<file path="config.mk">
export PLATFORM = sky130hd
export DESIGN_NAME = prf_free_list_banked_flat
export DESIGN_NICKNAME = d
export VERILOG_FILES = /design/src/rtl/prf_free_list_banked_if.sv /design/src/rtl/prf_free_list_banked.sv /design/src/flat_wrapper.sv
export SDC_FILE = /design/constraint.sdc
export NUM_CORES = 2
export LEC_CHECK = 0
export BUFFER_PORTS_ARGS = -buffer_cell sky130_fd_sc_hd__buf_2
export CAP_MARGIN = 5
export CORE_UTILIZATION = 40
export DETAILED_ROUTE_END_ITERATION = 10
export GPL_TIMING_DRIVEN = 0
export PLACE_DENSITY = 0.66
export SKIP_CTS_REPAIR_TIMING = 1
export SYNTH_ARGS = -nofsm -noshare
export SYNTH_HDL_FRONTEND = slang
export SYNTH_SLANG_ARGS = --single-unit
</file>
<file path="constraint.sdc">
create_clock -name CLK -period 80 [get_ports CLK]
set_input_delay 16 -clock CLK [delete_from_list [all_inputs] [get_ports CLK]]
set_output_delay 16 -clock CLK [all_outputs]
set_load 0.1 [all_outputs]
</file>
<file path="src/rtl/prf_free_list_banked_if.sv">
// Rename/retire port bundle of the banked PR free list.
// The free list drives the slave side; rename and retire drive the master side.
interface prf_free_list_banked_if #(
    parameter int unsigned PR_COUNT       = 128,
    parameter int unsigned PRF_BANK_COUNT = 4
);
    localparam int unsigned LOG_PR_COUNT = $clog2(PR_COUNT);
    localparam int unsigned DEPTH        = PR_COUNT / PRF_BANK_COUNT;
    localparam int unsigned LOG_DEPTH    = $clog2(DEPTH);

    logic [PRF_BANK_COUNT-1:0]                    deq_valid_by_bank;
    logic [PRF_BANK_COUNT-1:0][LOG_PR_COUNT-1:0]  deq_pr_by_bank;
    logic [PRF_BANK_COUNT-1:0]                    deq_req_by_bank;
    logic [PRF_BANK_COUNT-1:0]                    enq_valid_by_bank;
    logic [PRF_BANK_COUNT-1:0][LOG_PR_COUNT-1:0]  enq_pr_by_bank;
    logic [PRF_BANK_COUNT-1:0][LOG_DEPTH:0]       free_cnt_by_bank;
    logic [LOG_PR_COUNT:0]                        free_cnt_total;
    logic                                         error;

    modport slave (
        output deq_valid_by_bank, deq_pr_by_bank, free_cnt_by_bank, free_cnt_total, error,
        input  deq_req_by_bank, enq_valid_by_bank, enq_pr_by_bank
    );

    modport master (
        input  deq_valid_by_bank, deq_pr_by_bank, free_cnt_by_bank, free_cnt_total, error,
        output deq_req_by_bank, enq_valid_by_bank, enq_pr_by_bank
    );
endinterface

</file>
<file path="src/rtl/prf_free_list_banked.sv">
// Banked physical-register free list: one circular FIFO per PRF bank, each holding
// only tags whose low bits select that bank, with occupancy counts and a sticky error.
module prf_free_list_banked #(
    parameter int unsigned PR_COUNT       = 128,
    parameter int unsigned PRF_BANK_COUNT = 4,
    parameter int unsigned AR_COUNT       = 32
) (
    input  logic                          CLK,
    input  logic                          RST,
    prf_free_list_banked_if.slave         bus
);
    localparam int unsigned LOG_PR_COUNT = $clog2(PR_COUNT);
    localparam int unsigned LOG_BANK     = $clog2(PRF_BANK_COUNT);
    localparam int unsigned DEPTH        = PR_COUNT / PRF_BANK_COUNT;
    localparam int unsigned LOG_DEPTH    = $clog2(DEPTH);
    localparam int unsigned INIT_CNT     = (PR_COUNT - AR_COUNT) / PRF_BANK_COUNT;

    localparam logic [LOG_DEPTH:0]    PTR_INIT   = (LOG_DEPTH+1)'(INIT_CNT);
    localparam logic [LOG_PR_COUNT:0] TOTAL_INIT = (LOG_PR_COUNT+1)'(PR_COUNT - AR_COUNT);

    logic [LOG_PR_COUNT-1:0] r_mem  [PRF_BANK_COUNT][DEPTH];
    logic [LOG_DEPTH:0]      r_head [PRF_BANK_COUNT];
    logic [LOG_DEPTH:0]      r_tail [PRF_BANK_COUNT];
    logic [LOG_DEPTH:0]      r_cnt  [PRF_BANK_COUNT];
    logic [LOG_PR_COUNT:0]   r_total;
    logic                    r_error;

    logic [PRF_BANK_COUNT-1:0] w_empty;
    logic [PRF_BANK_COUNT-1:0] w_full;
    logic [PRF_BANK_COUNT-1:0] w_pop;
    logic [PRF_BANK_COUNT-1:0] w_push;
    logic [LOG_DEPTH:0]        w_cnt_d [PRF_BANK_COUNT];
    logic [LOG_PR_COUNT:0]     w_total_d;
    logic                      w_err;

    always_comb begin
        w_err     = 1'b0;
        w_total_d = r_total;
        for (int b = 0; b < int'(PRF_BANK_COUNT); b++) begin
            w_empty[b] = (r_head[b] == r_tail[b]);
            w_full[b]  = (r_head[b][LOG_DEPTH-1:0] == r_tail[b][LOG_DEPTH-1:0]) &&
                         (r_head[b][LOG_DEPTH] != r_tail[b][LOG_DEPTH]);
            // Full/empty come from pre-edge pointers: no bypass on empty, no push on full.
            w_pop[b]   = bus.deq_req_by_bank[b] & ~w_empty[b];
            w_push[b]  = bus.enq_valid_by_bank[b] & ~w_full[b];
            w_cnt_d[b] = r_cnt[b];
            if (w_push[b] && !w_pop[b]) begin
                w_cnt_d[b] = r_cnt[b] + (LOG_DEPTH+1)'(1);
                w_total_d  = w_total_d + (LOG_PR_COUNT+1)'(1);
            end else if (w_pop[b] && !w_push[b]) begin
                w_cnt_d[b] = r_cnt[b] - (LOG_DEPTH+1)'(1);
                w_total_d  = w_total_d - (LOG_PR_COUNT+1)'(1);
            end
            if ((bus.deq_req_by_bank[b] && w_empty[b]) ||
                (bus.enq_valid_by_bank[b] && w_full[b]) ||
                (bus.enq_valid_by_bank[b] &&
                 (bus.enq_pr_by_bank[b][LOG_BANK-1:0] != LOG_BANK'(b)))) begin
                w_err = 1'b1;
            end
            bus.deq_valid_by_bank[b] = ~w_empty[b];
            bus.deq_pr_by_bank[b]    = r_mem[b][r_head[b][LOG_DEPTH-1:0]];
            bus.free_cnt_by_bank[b]  = r_cnt[b];
        end
    end

    assign bus.free_cnt_total = r_total;
    assign bus.error          = r_error;

    always_ff @(posedge CLK or posedge RST) begin
        if (RST) begin
            for (int b = 0; b < int'(PRF_BANK_COUNT); b++) begin
                r_head[b] <= '0;
                r_tail[b] <= PTR_INIT;
                r_cnt[b]  <= PTR_INIT;
                for (int k = 0; k < int'(DEPTH); k++) begin
                    r_mem[b][k] <= (k < int'(INIT_CNT)) ?
                        LOG_PR_COUNT'(int'(AR_COUNT) + b + k * int'(PRF_BANK_COUNT)) : '0;
                end
            end
            r_total <= TOTAL_INIT;
            r_error <= 1'b0;
        end else begin
            for (int b = 0; b < int'(PRF_BANK_COUNT); b++) begin
                if (w_push[b]) begin
                    r_mem[b][r_tail[b][LOG_DEPTH-1:0]] <= bus.enq_pr_by_bank[b];
                    r_tail[b] <= r_tail[b] + (LOG_DEPTH+1)'(1);
                end
                if (w_pop[b]) begin
                    r_head[b] <= r_head[b] + (LOG_DEPTH+1)'(1);
                end
                r_cnt[b] <= w_cnt_d[b];
            end
            r_total <= w_total_d;
            if (w_err) begin
                r_error <= 1'b1;
            end
        end
    end
endmodule
</file>
<file path="src/flat_wrapper.sv">
// flat-port wrapper written by rule: the top's interface ports become plain ports
module prf_free_list_banked_flat 
#(
    parameter int unsigned PR_COUNT       = 128,
    parameter int unsigned PRF_BANK_COUNT = 4,
    parameter int unsigned AR_COUNT       = 32
)
  (CLK, RST, bus_deq_valid_by_bank, bus_deq_pr_by_bank, bus_free_cnt_by_bank, bus_free_cnt_total, bus_error, bus_deq_req_by_bank, bus_enq_valid_by_bank, bus_enq_pr_by_bank);
  prf_free_list_banked_if #(.PR_COUNT(PR_COUNT), .PRF_BANK_COUNT(PRF_BANK_COUNT)) bus_i ();
  input  logic CLK;
  input  logic RST;
  output wire logic [$bits(bus_i.deq_valid_by_bank)-1:0] bus_deq_valid_by_bank;
  output wire logic [$bits(bus_i.deq_pr_by_bank)-1:0] bus_deq_pr_by_bank;
  output wire logic [$bits(bus_i.free_cnt_by_bank)-1:0] bus_free_cnt_by_bank;
  output wire logic [$bits(bus_i.free_cnt_total)-1:0] bus_free_cnt_total;
  output wire logic [$bits(bus_i.error)-1:0] bus_error;
  input wire logic [$bits(bus_i.deq_req_by_bank)-1:0] bus_deq_req_by_bank;
  input wire logic [$bits(bus_i.enq_valid_by_bank)-1:0] bus_enq_valid_by_bank;
  input wire logic [$bits(bus_i.enq_pr_by_bank)-1:0] bus_enq_pr_by_bank;
  assign bus_deq_valid_by_bank = bus_i.deq_valid_by_bank;
  assign bus_deq_pr_by_bank = bus_i.deq_pr_by_bank;
  assign bus_free_cnt_by_bank = bus_i.free_cnt_by_bank;
  assign bus_free_cnt_total = bus_i.free_cnt_total;
  assign bus_error = bus_i.error;
  assign bus_i.deq_req_by_bank = bus_deq_req_by_bank;
  assign bus_i.enq_valid_by_bank = bus_enq_valid_by_bank;
  assign bus_i.enq_pr_by_bank = bus_enq_pr_by_bank;
  prf_free_list_banked #(.PR_COUNT(PR_COUNT), .PRF_BANK_COUNT(PRF_BANK_COUNT), .AR_COUNT(AR_COUNT)) u_core (.CLK(CLK), .RST(RST), .bus(bus_i));
endmodule
</file>
==> run metrics <==
status finished, final reports clean; Vias ~26000; layout cells sized above 1 57.4%; area grow syn2layout 13.9%; Initial DRC Count 1648; met3 WL 4490 um; core area 115000 um2; Critical Path AT 4.62 ns; Fmax achieved ~49 MHz; DRC viols 0; syn_area_per_cell 15.3 um2; max layer used met4; Die Area 118000 um2; Overflow after GRT 0; Leak 22.1 nW; GRT Resource Usage Total 19.3%; most used flip-flop cell after synthesis dfrtp_1; Crit Path Max Fanout 10; Nets 3355; Final TNS setup 0 ns; clock sinks 977; Final min period just over 20 ns; routed metal-1 wirelength 51200 um; Final Util 46.2%; Port Buffers just over 100; CTS max path bufs 3; Initial Util 40.6%; Synthesis Warnings 0; maximum capacitance violations 0; Post-Synth XOR/XNOR Area roughly 2.1%; initial antenna violation count 2; Netlist cell types 64; unrepaired setup endpoints after global routing no; Startpoint Class flop; Worst-Skew Late Latency 0.70 ns; Max Slew Vio Count 0; CP endpoint kind output pin; Post-synth ARST share 100%; worst vdd ir 0.0423 mV; Hold Fails Final Rpt 0; Power Density 46.5 nW/um2; pin count of the biggest net entering global routing 129; final wirelength 112000 um; CP Class flop to output pin; Synth Net Count 3136; Post-Syn Instances around 3000; Die Ht 344 um; hold crit path type flop to flop; complex-gate fraction of the synthesized area around 1.3%; Wirelength per Cell between 20 and 25 um; largest family of logic cells by synthesized area multiplexers; die span in x about 340 um; TritonCTS clock tree built; CTS HTree Levels 3; Seq/Total Area, Yosys 53.4%; Clock Tree Root clkbuf_16; Rows between 100 and 150; mux share of post-synthesis cell area a little over a third; headroom to the max-slew limit between 20% and 30%; CTS Buf Count 107; TritonRoute pass-1 iters 5; global-route wire length before repair 174000 um; gpl congestion ~0.83; Setup Skew 0.0415 ns; num ports 103; worst-margin pin slew 1.11 ns; vias in the first global route 27700; Critical Path RT 64.00 ns; Simple-Gate Fraction of Synth Area under 10%; Mapped Area ~47000 um2; Worst-path clk slew roughly 0.060 ns; vias per inst 5.41; placed wire-length estimate 76400 um; Antenna Nets Post-Route 0; Post-synth EDFFs 0; adder-cell share of the synthesized area 1.59%; Setup Viol. Count Final 0; count of state elements after synthesis 977; fill count between 10000 and 15000; met2 WL 52700 um; period utilisation layout 25.8%
-- final timing paths --
check                           slack, ns  depth (start not counted)                                    endpoint                                       start
worst min-delay path                 0.47                          1  u_core.bus.free_cnt_by_bank[5]$_DFFE_PP0P_  u_core.bus.free_cnt_by_bank[5]$_DFFE_PP0P_
worst max-delay path                59.38                          7                      bus_deq_pr_by_bank[24]                u_core.r_head[0]$_DFFE_PP0P_
worst min register to register       0.47                          1  u_core.bus.free_cnt_by_bank[5]$_DFFE_PP0P_  u_core.bus.free_cnt_by_bank[5]$_DFFE_PP0P_
max in group asynchronous           62.08                          6               u_core.r_mem[298]$_DFFE_PP1P_                                         RST
min in group asynchronous           15.36                          2  u_core.bus.free_cnt_by_bank[8]$_DFFE_PP0P_                                         RST
worst max register to register      74.01                         23      u_core.bus.free_cnt_total[7]$_DFF_PP0_               u_core.r_tail[21]$_DFFE_PP1P_
-- cells in the mapped netlist (all sizes together), types with 5 or more instances --
| cell type | n | area (um2) |
|---|---|---|
| and2 | 9 | 61.3 |
| mux4 | 280 | 6310 |
| mux2 | 930 | 10500 |
| or2 | 12 | 75.1 |
| o21ai | 30 | 150 |
| nand3b | 10 | 75.1 |
| nand3 | 15 | 75.1 |
| nor3 | 7 | 40.0 |
| inv | 41 | 154 |
| nor2 | 152 | 573 |
| nor4 | 5 | 31.3 |
| nand2 | 94 | 353 |
| or3b | 8 | 70.1 |
| a21oi | 17 | 85.1 |
| a21o | 8 | 60.1 |
| clkbuf | 176 | 661 |
| xor2 | 28 | 253 |
| dfrtp | 591 | 14800 |
| nand4 | 18 | 113 |
| or3 | 5 | 36.3 |
| dfstp | 386 | 10100 |
| buf | 29 | 123 |
| ha | 53 | 663 |
| nand2b | 5 | 31.3 |
| xnor2 | 81 | 732 |
-- metrics by stage --
step | cell area (um2) | instances | power (mW) | worst slack, ns | hold slack [ns]
floorplan | 46600 | 3041 | 1.70 | 37.16 | 0.462
global placement | 49100 | 4655 | 1.93 | 25.84 | 0.454
detailed placement | 49300 | 4663 | 1.95 | 59.36 | 0.458
CTS | 53100 | 4866 | 2.49 | 59.23 | 0.476
global route | 53100 | 4866 | 2.60 | 59.07 | 0.494
finish | 53100 | 4867 | 2.47 | 59.38 | 0.467
-- cell type report --
cell class | count | area [um2] | share of cell area [%]
buffer | 205 | 783 | 1.47
antenna | 1 | 2.50 | 0.00471
inverter | 41 | 161 | 0.304
sequential | 977 | 24900 | 46.9
clock inverter | 48 | 737 | 1.39
tap | 1512 | 1890 | 3.56
timing repair buffer | 110 | 731 | 1.38
multi-input combinational | 1818 | 20800 | 39.1
clock buffer | 155 | 3100 | 5.84
-- worst max-delay path, cell delays in order (launching register included) --
cell	delay, ns
dfrtp_1	0.34
clkbuf_1	0.24
buf_1	0.73
buf_1	0.77
mux4_2	0.67
mux4_2	0.54
mux2_2	0.31
buf_2	0.30
-- state kept, by name, indices dropped and copies added, names as in the netlist --
register and count:
u_core.r_mem 896, u_core.r_head 24, u_core.r_tail 24, u_core.bus.free_cnt_by_bank 24, u_core.bus.error 1, u_core.bus.free_cnt_total 8
-- per-layer routing --
metal	track usage [%]	up-vias
li1	-	11600
met1	27.5	14100
met2	30.2	484
met3	3.27	174
met4	6.09	0
met5	0	-
-- layout by cell type, fill, tap and decap left out, types with 7 or more instances in the layout --
cell type,n
xor2_1,27
and2_1,7
nand4_1,18
or3b_2,8
mux4_2,280
a21o_1,8
nor2_1,151
buf_16,8
a21oi_1,17
nand3_1,15
nand2_1,94
inv_1,40
or2_2,10
buf_2,107
clkbuf_1,202
dfrtp_1,591
nand3b_1,10
ha_1,53
o21ai_0,30
mux2_2,930
clkbuf_16,109
bufinv_16,16
xnor2_1,78
dfstp_2,386
clkinv_2,20
buf_1,23
clkbuf_8,20
-- logic make-up after synthesis --
group,count (synthesis)
mux,1210
flops,977
simple gates,354
buf+inv,246
xor+xnor,109
compound gates,88
fa+ha+maj,57
-- power breakdown --
part	internal (mW)	total, mW	switching, mW
sequential	0.768	0.877	0.109
combinational	0.465	1.06	0.597
clock	0.322	0.531	0.209
Note: power is estimated with default switching activity, not from simulation.
